File: config.mk
export PLATFORM = sky130hd
export DESIGN_NAME = mem_arbiter
export DESIGN_NICKNAME = d
export VERILOG_FILES = /design/src/rtl/mem_arbiter.sv
export SDC_FILE = /design/constraint.sdc
export NUM_CORES = 1
export LEC_CHECK = 0
export BUFFER_PORTS_ARGS = -buffer_cell sky130_fd_sc_hd__buf_2
export CORE_MARGIN = 10
export CORE_UTILIZATION = 35
export CTS_BUF_LIST = sky130_fd_sc_hd__clkbuf_16
export DETAILED_ROUTE_END_ITERATION = 10
export PLACE_DENSITY = 0.65
export SYNTH_ARGS = -nofsm -noshare
export SYNTH_HDL_FRONTEND = slang
export SYNTH_SLANG_ARGS = --single-unit
export TNS_END_PERCENT = 1
File: constraint.sdc
create_clock -name clk -period 3.7 [get_ports clk]
set_input_delay 0.74 -clock clk [delete_from_list [all_inputs] [get_ports clk]]
set_output_delay 0.74 -clock clk [all_outputs]
set_load 0.01 [all_outputs]
File: src/rtl/mem_arbiter.sv
// Two-requester arbiter in front of a single-port synchronous RAM.
// Round-robin contention with an r1 bus lock that has a watchdog timeout.
module mem_arbiter #(
  parameter int unsigned AW       = 16,
  parameter int unsigned DW       = 16,
  parameter int unsigned LOCK_MAX = 64
) (
  input  logic          clk,
  input  logic          rst_n,
  input  logic          r0_valid,
  input  logic [AW-1:0] r0_addr,
  output logic          r0_ready,
  output logic          r0_rvalid,
  output logic [DW-1:0] r0_rdata,
  input  logic          r1_valid,
  input  logic          r1_we,
  input  logic [AW-1:0] r1_addr,
  input  logic [DW-1:0] r1_wdata,
  input  logic          r1_lock,
  output logic          r1_ready,
  output logic          r1_rvalid,
  output logic [DW-1:0] r1_rdata,
  output logic          mem_en,
  output logic          mem_we,
  output logic [AW-1:0] mem_addr,
  output logic [DW-1:0] mem_wdata,
  input  logic [DW-1:0] mem_rdata,
  output logic          lock_err
);

  typedef enum logic [1:0] {IDLE, ISSUE, RESP} state_t;

  localparam logic [15:0] LOCK_LAST = 16'(LOCK_MAX - 1);

  state_t        state_q, state_d;
  logic          owner_q, owner_d;
  logic          last_q, last_d;
  logic          we_q, we_d;
  logic [AW-1:0] addr_q, addr_d;
  logic [DW-1:0] wdata_q, wdata_d;
  logic          lock_mode_q, lock_mode_d;
  logic [15:0]   lock_cnt_q, lock_cnt_d;
  logic          lock_err_q, lock_err_d;
  logic          lock_ign_q, lock_ign_d;

  logic arb_point;
  logic lock_in;
  logic forced;
  logic gnt0, gnt1;

  always_ff @(posedge clk or negedge rst_n) begin
    if (!rst_n) begin
      state_q     <= IDLE;
      owner_q     <= 1'b0;
      last_q      <= 1'b1;
      we_q        <= 1'b0;
      addr_q      <= '0;
      wdata_q     <= '0;
      lock_mode_q <= 1'b0;
      lock_cnt_q  <= '0;
      lock_err_q  <= 1'b0;
      lock_ign_q  <= 1'b0;
    end else begin
      state_q     <= state_d;
      owner_q     <= owner_d;
      last_q      <= last_d;
      we_q        <= we_d;
      addr_q      <= addr_d;
      wdata_q     <= wdata_d;
      lock_mode_q <= lock_mode_d;
      lock_cnt_q  <= lock_cnt_d;
      lock_err_q  <= lock_err_d;
      lock_ign_q  <= lock_ign_d;
    end
  end

  always_comb begin
    state_d     = state_q;
    owner_d     = owner_q;
    last_d      = last_q;
    we_d        = we_q;
    addr_d      = addr_q;
    wdata_d     = wdata_q;
    lock_mode_d = lock_mode_q;
    lock_cnt_d  = lock_cnt_q;
    lock_err_d  = lock_err_q;
    lock_ign_d  = lock_ign_q;
    gnt0        = 1'b0;
    gnt1        = 1'b0;

    arb_point = (state_q == IDLE) || (state_q == RESP);
    // After a forced release r1_lock is masked until r1 lets go of it.
    lock_in   = r1_lock && !lock_ign_q;
    forced    = lock_mode_q && (lock_cnt_q == LOCK_LAST);

    // rst_n gating keeps ready low while reset is held, even in IDLE.
    if (rst_n && arb_point) begin
      if (lock_mode_q && lock_in) begin
        gnt1 = r1_valid;
      end else if (r0_valid && r1_valid) begin
        gnt0 = last_q;
        gnt1 = !last_q;
      end else begin
        gnt0 = r0_valid;
        gnt1 = r1_valid;
      end
    end

    case (state_q)
      IDLE, RESP: state_d = (gnt0 || gnt1) ? ISSUE : IDLE;
      ISSUE:      state_d = RESP;
      default:    state_d = IDLE;
    endcase

    if (gnt0 || gnt1) begin
      owner_d = gnt1;
      last_d  = gnt1;
      addr_d  = gnt1 ? r1_addr : r0_addr;
      we_d    = gnt1 && r1_we;
      wdata_d = gnt1 ? r1_wdata : '0;
    end

    if (arb_point && lock_mode_q && !lock_in) begin
      lock_mode_d = 1'b0;
    end
    if (gnt1 && lock_in) begin
      lock_mode_d = 1'b1;
    end

    if (!r1_lock) begin
      lock_ign_d = 1'b0;
    end

    if (lock_mode_q) begin
      lock_cnt_d = lock_cnt_q + 16'd1;
    end
    // The watchdog wins over any lock request made in the same cycle.
    if (forced) begin
      lock_mode_d = 1'b0;
      lock_err_d  = 1'b1;
      lock_ign_d  = 1'b1;
    end
    if (!lock_mode_d) begin
      lock_cnt_d = '0;
    end
  end

  always_comb begin
    r0_ready  = gnt0;
    r1_ready  = gnt1;
    mem_en    = (state_q == ISSUE);
    mem_we    = mem_en && we_q;
    mem_addr  = addr_q;
    mem_wdata = wdata_q;
    r0_rvalid = (state_q == RESP) && !owner_q;
    r1_rvalid = (state_q == RESP) && owner_q;
    r0_rdata  = r0_rvalid ? mem_rdata : '0;
    r1_rdata  = (r1_rvalid && !we_q) ? mem_rdata : '0;
    lock_err  = lock_err_q;
  end

endmodule

After elaboration in Yosys (flattened, before gate mapping)
Cells that the tools add are included.

storage, ports and cells
  flip-flop bits (word level) = 56
  bits of input ports = 70
  logic and storage cells = 57

cells by class
  $add $sub $neg = 1
  eq/ne operators = 5
  multiplexer cells = 19
  reduce and logical (&&, ||, !) cells = 22

operators with widths
  kind                     number
  $mux W16                 6
  $add A16 B1 Y16 const B  1
  $eq A16 B6 Y1 const B    1
  $logic_and A1 B1 Y1      13
  $mux W1                  12
  $logic_not A1 Y1         5
  $pmux W2 S2              1
  $eq A2 B1 Y1 const B     1
  $eq A2 B2 Y1 const B     1
  $logic_not A2 Y1         1
  $logic_or A1 B1 Y1       2
  $ne A2 B1 Y1 const B     1
  $ne A2 B2 Y1 const B     1
  $reduce_or A2 Y1         1

Logic depth before layout (Yosys ltp)
  depth after elaboration = 9
  depth in mapped cells = 7
  depth with buffers taken out = 5

Worst setup path after synthesis
OpenSTA, ideal clock, no wires.

  path type = input-to-output
  start = input r1_valid
  end = output r1_ready
  arrival = 1434 ps
  data required time = 2960 ps
  path slack = 1526 ps
  cell stages on the path = 4
  buffers on the path = 2
  path through = nand3b_1 > a31oi_1 > buf_4 > buf_2

between the ends
  cells in the longest elaborated chain, start to end = 4

ends and longest elaborated chain
  what                 line  source
  from (decl)          15    input logic r1_valid,
  $logic_and A1 B1 Y1  100   end else if (r0_valid && r1_valid) begin
  $mux W1              100
  $mux W1 *            98    if (lock_mode_q && lock_in) begin
  $mux W1 *            97    if (rst_n && arb_point) begin
  to (decl)            20    output logic r1_ready,

Mark *: on every way between the ends. The rest lies on a longest branch, timed or not.

Worst setup path in the final report
  start = register state_q[0]
  end = output r1_rdata[6]

between the ends
  cells in the longest elaborated chain, start to end = 4

ends and longest elaborated chain
  what                    line  source
  from (decl)             35    state_t state_q, state_d;
  from (signal assigned)  64    state_q <= state_d;
  $eq A2 B2 Y1            156   r1_rvalid = (state_q == RESP) && owner_q;
  $logic_and A1 B1 Y1     156
  $logic_and A1 B1 Y1     158   r1_rdata = (r1_rvalid && !we_q) ? mem_rdata : '0;
  $mux W16                158
  to (decl)               22    output logic [DW-1:0] r1_rdata,

No other way between the ends.

==> impl_results.md <==
* Run status: finished clean
* Initial DRC Count at 120
* CTS HTree Levels at 2
* Worst hold margin at roughly 0.33 ns
* DRT antenna net count at 0
* Synth Cell Area at roughly 2800 um2
* DRT Wirelength at 8.05 mm
* Arrival @ worst endpoint at 1.94 ns
* RSZ-0062 raised after global routing: no
* Clock Pin Slew Worst Setup and Hold Paths at approximately 0.07 ns
* Share of cells above drive strength 1 at about two fifths
* Critical Path End Type: primary output
* Period minus WS final at roughly 2.7 ns
* Worst vdd ir at roughly 260 uV
* Slew @ Worst Pin at 0.689 ns
* Top FF cell, synth: dfrtp_1
* Crit share post-route at 72.3%
* Fin nets at between 400 and 500
* Ys async rst share at 100%
* Max_cap viols at 0
* Via density at ~5.0
* Cts bufs inserted at 5
* Post-synth EDFFs at 0
* RR Startpoint: lock_cnt_q[0]
* Die height at 109 um
* Final setup viols at 0
* P&R area growth vs syn at 34.6%
* HPWL Detailed at between 6 and 7 mm
* Crit path launch type: flop
* Register-to-register setup slack at approximately 1.5 ns
* Final Power at between 0.0015 and 0.002 W
* Routed via count at about 2.6k
* Storage element area at 1400 um2
* TritonCTS clock tree: built
* Vias in the first global route at around 2.7k
* Syn Inst Count at approximately 270
* CP Class: reg -> out
* Busiest layer in global routing: met2
* Peak Freq at roughly 370 MHz
* Worst setup path startpoint: state_q[0]
* Gp weighted congestion at 0.859
* Required time of the critical path at between 2 and 3 ns
* Crit-path cells: inv_1 -> and3_1 -> nor2b_1 -> and2_1 -> buf_2
* Routed length per instance at between 15 and 20 um
* CP delay by family, top: simple AND/OR/NAND/NOR gates
* Total grt overflow at 0
* Final hold vios at 0
* Syn nets at 344
* Port bufs at between 100 and 150
* Post-Syn Area per Cell at ~10 um2
* Slowest CP cell: nor2b_1
* GRT Overall Usage at 13.0%
* R2R depth at 5
* Worst path buffer plus inverter count at 2
* Rel. slew slack at 53.9%
* Area occupied by multi-input gates at 1320 um2
* Ports at around 140
* Initial antenna violation count at 0
* Met1 global-route usage at between 10% and 20%
* Pre-antenna DRT Iters at 4
* Initial Util at about 36%
* First-pass GRT wire length at 12.8 mm
* ANT cells at 0
* Root Driver: clkbuf_16
* Setup bufs post-CTS at 0
* Worst hold-check path type: in -> async
* Slew Limit Fails at 0
* Die area at between 10000 and 15000 um2
* P_leak at between 1.5 and 2 nW
* Area of the core at approximately 7700 um2
* Hold_buf cts at 0
* Util after Layout at between 40% and 50%
* CP Max Fanout at 16
* Largest net degree at the start of global routing at 47
* Setup tns final at 0 ns
* M3 GR Usage at roughly 5.6%
* Distinct cell type count after synthesis at 47
* Synthesized flop and latch total at 56
* Site Rows at 32
* Maximum root-to-sink buffer count at 2
* Global Route met2 Usage at about a fifth
* Post-cts sizing count at 0
* R2R Path End: lock_cnt_q[0]
* Die X at 109 um
* Crit path largest cell delay at approximately 0.57 ns
* Worst-Skew Late Latency at between 0.2 and 0.3 ns
* CTS Sinks at between 50 and 60
* Fillers at between 700 and 800
* Yosys warns at 0
* DRC viols at 0
* Register area share after synthesis at around half
* PwrDens at about 420 nW/um2
* Clk_skew at roughly 0.0074 ns
[through the flow]
step                worst slack, ns  instances  cell area (um2)
global placement               1.23        505             3620
floorplan                      1.53        273             2790
CTS                           0.993        513             3760
global route                  0.813        513             3760
detailed placement             1.16        505             3620
finish                         1.02        513             3760
[state kept, by name, summed over array words and instances (netlist names)]
signal       cells
lock_err         1
we_q             1
mem_wdata       16
state_q          2
lock_ign_q       1
lock_mode_q      1
mem_addr        16
owner_q          1
last_q           1
lock_cnt_q      16
[layer usage]
layer  part of all wire (%)  wire, um
met3                     12       980
met2                     44      3580
met1                     42      3410
met4                   0.99        80
met5                      0         0
[layout by cell type (no fill, tap or decap), types with 6 or more instances in the layout]
master	instances
a22o_1	17
mux2i_1	16
nor2_1	8
buf_4	6
o21ai_0	22
dfrtp_1	55
inv_1	8
a31oi_1	7
and2_1	34
nand3_1	6
nand2_1	27
buf_2	140
[cell usage after synthesis, drive strengths merged, types with 4 or more instances]
library cell | instances | area (um2)
o21ai | 23 | 119
nand3 | 7 | 47.6
dfrtp | 55 | 1380
a21oi | 4 | 23.8
inv | 7 | 26.3
a22o | 17 | 149
xor2 | 4 | 35.0
nand4 | 6 | 43.8
a31oi | 8 | 50.1
nor2 | 8 | 30.0
clkbuf | 10 | 38.8
and3 | 4 | 26.3
nand2 | 27 | 101
mux2i | 16 | 160
and2 | 34 | 213
buf | 6 | 35.0
xnor2 | 4 | 35.0
[cell families (layout without fill, tap and decap cells)]
| family | after synthesis | count (layout) | share of synthesized area, % |
|---|---|---|---|
| fa+ha+maj | 1 | 1 | 0.448 |
| flops | 56 | 56 | 50.2 |
| simple gates | 107 | 107 | 22.0 |
| xor+xnor | 8 | 8 | 2.51 |
| mux | 16 | 16 | 5.74 |
| compound gates | 62 | 62 | 15.5 |
| buf+inv | 23 | 161 | 3.59 |
[cell type report]
cell class              instances  area share [%]
inverters                       7           0.699
well taps                     102            3.40
clock buffers                   5            3.33
flip-flops and latches         56            37.3
clock inverters                 3           0.433
multi-input cells             194            35.0
repair buffers                146            19.8
[worst max path at each step]
stage / end / cells past startpoint
6_report: r1_rdata[6] / 5
5_1_grt: r1_rdata[9] / 5
4_1_cts: r1_rdata[6] / 5
3_5_place_dp: r0_ready / 5
3_3_place_gp: r0_ready / 5
2_1_floorplan: r1_ready / 4
[power by group]
| group | internal, W | total, W | switching [W] |
|---|---|---|---|
| logic | 0.000167 | 0.000371 | 0.000204 |
| registers | 0.000694 | 0.000750 | 0.0000559 |
| clock network | 0.000248 | 0.000461 | 0.000213 |
| total | 0.00111 | 0.00158 | 0.000473 |
Note: power is estimated with default switching activity, not from simulation.
